## src/rtl/led_scan_ctrl.sv

```systemverilog
// LED matrix row scanner with a double-buffered 32-row frame store.
// Rows are blanked before each lit period; bank swaps land on frame wrap.
module led_scan_ctrl #(
    parameter int DW    = 16,
    parameter int DWELL = 1000,
    parameter int BLANK = 4
) (
    input  logic          clk,
    input  logic          rst,
    input  logic          en,
    input  logic          wr_en,
    input  logic [4:0]    wr_addr,
    input  logic [DW-1:0] wr_data,
    input  logic          swap_req,
    output logic          swap_ack,
    output logic [4:0]    row_idx,
    output logic          row_on,
    output logic [DW-1:0] col_data,
    output logic          frame_done
);

    localparam int MAXC = (DWELL > BLANK) ? DWELL : BLANK;
    localparam int CW   = $clog2(MAXC + 1);

    typedef enum logic [1:0] {
        S_IDLE,
        S_BLANK,
        S_ON
    } state_t;

    state_t        state;
    state_t        state_nxt;
    logic [CW-1:0] cnt;
    logic          front;
    logic          pending;
    logic [DW-1:0] bank [2][32];

    logic          cnt_done;
    logic          eff_req;
    logic          wrap;
    logic          swap_now;
    logic          front_nxt;
    logic [4:0]    row_nxt;

    assign cnt_done  = (cnt == '0);
    assign eff_req   = pending | swap_req;
    assign wrap      = (state == S_ON) && cnt_done && en && (row_idx == 5'd31);
    assign swap_now  = (state == S_IDLE) ? eff_req : (wrap & eff_req);
    assign front_nxt = front ^ swap_now;
    assign row_nxt   = row_idx + 5'd1;

    // State register
    always_ff @(posedge clk or posedge rst) begin
        if (rst) state <= S_IDLE;
        else     state <= state_nxt;
    end

    // Next-state: en low always drops back to IDLE
    always_comb begin
        state_nxt = state;
        unique case (state)
            S_IDLE:  state_nxt = en ? S_BLANK : S_IDLE;
            S_BLANK: state_nxt = !en ? S_IDLE : (cnt_done ? S_ON : S_BLANK);
            S_ON:    state_nxt = !en ? S_IDLE : (cnt_done ? S_BLANK : S_ON);
            default: state_nxt = S_IDLE;
        endcase
    end

    // Row driver is lit only in ON
    always_comb begin
        row_on = (state == S_ON);
    end

    // Phase counter reloads whenever a new state is entered
    always_ff @(posedge clk or posedge rst) begin
        if (rst) begin
            cnt <= '0;
        end else if (state_nxt != state) begin
            cnt <= (state_nxt == S_ON) ? CW'(DWELL - 1) : CW'(BLANK - 1);
        end else if (!cnt_done) begin
            cnt <= cnt - CW'(1);
        end
    end

    // Row/column registers change only while the row is dark
    always_ff @(posedge clk or posedge rst) begin
        if (rst) begin
            row_idx  <= '0;
            col_data <= '0;
        end else if (state_nxt == S_IDLE) begin
            row_idx  <= '0;
            col_data <= '0;
        end else if (state == S_IDLE) begin
            row_idx  <= '0;
            col_data <= bank[front_nxt][0];
        end else if (state == S_ON && state_nxt == S_BLANK) begin
            row_idx  <= row_nxt;
            col_data <= bank[front_nxt][row_nxt];
        end
    end

    // Swap bookkeeping and one-cycle status pulses
    always_ff @(posedge clk or posedge rst) begin
        if (rst) begin
            front      <= 1'b0;
            pending    <= 1'b0;
            swap_ack   <= 1'b0;
            frame_done <= 1'b0;
        end else begin
            front      <= front_nxt;
            pending    <= swap_now ? 1'b0 : eff_req;
            swap_ack   <= swap_now;
            frame_done <= wrap;
        end
    end

    // Host writes always target the bank that is back before this edge
    always_ff @(posedge clk or posedge rst) begin
        if (rst) begin
            for (int b = 0; b < 2; b++) begin
                for (int a = 0; a < 32; a++) begin
                    bank[b][a] <= '0;
                end
            end
        end else if (wr_en) begin
            bank[~front][wr_addr] <= wr_data;
        end
    end

endmodule

```

## config.mk

```make
export PLATFORM = sky130hd
export DESIGN_NAME = led_scan_ctrl
export DESIGN_NICKNAME = d
export VERILOG_FILES = /design/src/rtl/led_scan_ctrl.sv
export SDC_FILE = /design/constraint.sdc
export NUM_CORES = 2
export LEC_CHECK = 0
export ABC_AREA = 1
export BUFFER_PORTS_ARGS = -buffer_cell sky130_fd_sc_hd__buf_4
export CAP_MARGIN = 25
export CORE_MARGIN = 3
export CORE_UTILIZATION = 55
export CTS_CLUSTER_SIZE = 14
export DETAILED_ROUTE_END_ITERATION = 10
export GPL_TIMING_DRIVEN = 0
export PLACE_DENSITY = 0.8
export SYNTH_ARGS = -nofsm -noshare
export SYNTH_HDL_FRONTEND = slang
export SYNTH_SLANG_ARGS = --single-unit
export TNS_END_PERCENT = 5
```

## constraint.sdc

```tcl
create_clock -name clk -period 45.6 [get_ports clk]
set_clock_uncertainty 0.15 [all_clocks]
set_input_delay 6.84 -clock clk [delete_from_list [all_inputs] [get_ports clk]]
set_output_delay 6.84 -clock clk [all_outputs]
set_load 0.01 [all_outputs]
```

==> flow_summary.yaml <==
run_status:
  status: "completed"
setup_path:
  cp_cell_sequence: "buf_4 > nand4_1 > nand2_2 > nand3_2 > nand2_2 > buf_2 > buf_2 > nand2_1 > nand3_1 > nand3_1 > nand3_1 > nand3_1 > nand3_1 > nand2_1 > nand2_1 > nand2_1 > nand2_1"
  cp_max_fo: 10
  cp.required_ns: 46.12
  cp-end-kind: "flip-flop"
  crit_path_max_incr_delay_ns: 0.51
  criticalPathCategory: "input pin to flip-flop"
  crit_slowest_cell: "buf_2"
  arrival_ns: 10.59
  start_kind: "input pin"
pwr:
  seqPwrFrac_pct: 40.3
  powerDensity_mw_per_mm2: 59.8
  pwr-share-clk_pct: 29.3
  p_sw_share_pct: 39.0
  power_frac_comb_pct: 30.4
  p_int_w: 0.00202
  power_switching_w: 0.00129
  static-leakage-power_nw: 25.1
  ir_worst_vdd_uv: 44.5
  p_total_w: 0.00330
die:
  die_w_um: 303
  die_h_um: 303
  row_count: 108
  dieArea_mm2: 0.0921
  coreArea_mm2: 0.0873
  initial_utilization_pct: 55.8
  pin_count: 50
global_route:
  grt-ovfl-total: 0
  grt_pass1_vias: 46500
  grt_pass1_wl_um: 328000
  antenna_found_initial: 14
  groute.usage.overall_pct: 50.3
  grt_max_degree: 128
job:
  cap_viol_max_count: 0
logic_synthesis:
  postSynthNetCount: 6133
  synthArstFlopShare_pct: 100
  yosysMostFrequentCell: "nand2_1"
  synth_cells: 6103
  yosys.cell_types.count: 30
  yosys.area.top_type: "dfrtp_1"
  syn_area_per_cell_um2: 7.98
  yosysTopAreaCellShare_pct: 54.5
  syn_area_mm2: 0.0487
  synth.area.top_cells: "dfrtp_1 (55%), nand2_1 (16%), nand3_1 (12%)"
  ys_seq_area_share_pct: 54.5
  synthFlopType: "dfrtp_1"
  synth_top_cells_by_count: "nand2_1 (2,110), nand3_1 (1,144), dfrtp_1 (1,061)"
  ys.warnings.count: 0
  synth_seq_cells: 1061
  synth_edf_count: 0
clock_tree:
  worst_skew_pair.late_latency_ns: 0.76
  cts.path.max_buffers: 3
  cts_setup_buffers: 0
  clk_pin_slew_ns: 0.06
  cts_resized: 0
  cts_buffers: 114
  hold_buffers: 0
  tritoncts: "built"
  cts_root_buf: "clkbuf_16"
  cts_htree_levels: 3
  clock-sinks: 1061
cells_and_area:
  post-route-cell-area_mm2: 0.0552
  layout.nets: 6346
  area_delta_synth_final_pct: 13.4
  final_util_pct: 63.2
  drive_above_1_share_pct: 6.38
timing:
  final_max_slew_viol_count: 0
  tns_ns: 0
  finalCritPeriodShare_pct: 22.1
  worst_slack_ns: 35.53
  hold_viol: 0
  relSlewSlack_pct: 16.7
  worstMarginPinSlew_ns: 1.25
  rsz0062_at_grt: "false"
  period_minus_slack_ns: 10.07
  finalSetupViolCount: 0
  max_clock_freq_mhz: 99.3
placement:
  pre_cts_slack_ns: 35.18
  placed_area_mm2: 0.0509
  hpwl_um: 166000
  routabilityCongestion: 1.07
  io_buffers: 49
detailed_routing:
  drtIter0Drc: 8800
  drc_errors: 0
  wl_um: 232000
  wl_per_cell_um: 30.7
  via_per_inst: 6.55
  num_vias: 49673
  postRouteAntennaNets: 0
  drt_pre_antenna_iters: 10
worst_hold_path:
  worstHoldPathType: "flip-flop to flip-flop"
-- sequential cells by signal (all words and copies together), names as in the netlist --
signal      flops
bank         1024
frame_done      1
row_idx         5
col_data       16
cnt            10
front           1
pending         1
state           2
swap_ack        1
-- worst paths after layout --
check                           slack (ns)        from  cells after the start     endpoint
worst max-delay path                 35.53          en                     17  col_data[7]
worst min-delay path                  0.33   bank[515]                      2    bank[515]
worst max register to register       40.03  row_idx[1]                     20  col_data[7]
worst min register to register        0.33   bank[515]                      2    bank[515]
max in group asynchronous            37.27         rst                      5    bank[677]
min in group asynchronous             6.03         rst                      2    bank[871]
-- logic make-up (layout without fill, tap and decap cells) --
group / Yosys count / after routing / synth area share [%]
AOI/OAI and AO/OA: 1049 / 1049 / 10.8
other: 0 / 10 / 0
xor gates and xnor gates: 6 / 6 / 0.108
and+or+nand+nor: 3329 / 3329 / 28.8
adders and majority gates: 4 / 4 / 0.103
buffers and inverters: 654 / 965 / 5.65
DFF: 1061 / 1061 / 54.5
-- power groups by stage --
| stage | logic, W | registers, W | clock network [W] |
|---|---|---|---|
| after floorplan | 0.000568 | 0.00131 | 0 |
| after global placement | 0.000916 | 0.00134 | 0 |
| after detailed placement | 0.000940 | 0.00134 | 0 |
| after CTS | 0.000944 | 0.00132 | 0.000957 |
| after global routing | 0.00105 | 0.00135 | 0.000998 |
| final | 0.00100 | 0.00133 | 0.000969 |
-- worst max-delay path, delay by kind of cell --
family | cells | cell delay (ns)
simple gates | 14 | 2.63
buf+inv | 3 | 1.08
-- through the flow --
step / cells / hold slack (ns)
after floorplan: 6103 / 0.303
after CTS: 7543 / 0.337
after global routing: 7569 / 0.346
after global placement: 7307 / 0.315
after detailed placement: 7329 / 0.322
final: 7579 / 0.334
-- area by class of cell --
cell class,count,area (µm²)
Timing Repair Buffer,97,1220
Clock buffer,173,3370
Inverter,124,473
Sequential cell,1061,26600
Clock inverter,41,467
Fill cell,7923,32100
Tap cell,1155,1450
Antenna cell,10,25.0
Multi-Input combinational cell,4388,19400
Buffer,530,2290
-- per-layer routing --
metal	GRT usage (%)	share of wire, %	up-vias
met5	0.265	0.090	-
met2	68.5	40	4094
met4	39.9	9.5	12
li1	-	-	20589
met3	20.3	15	1083
met1	63.3	35	23895
-- layout by cell type, fill, tap and decap left out, types with 23 or more instances in the layout --
master,n
nand2_1,2110
nand3_1,1144
dfrtp_1,1061
o21ai_0,1029
clkbuf_1,415
clkbuf_16,117
inv_1,101
buf_4,79
buf_2,72
nor2_1,50
buf_1,34
buf_8,30
clkbuf_8,23
clkinv_2,23
Note: power is estimated with default switching activity, not from simulation.
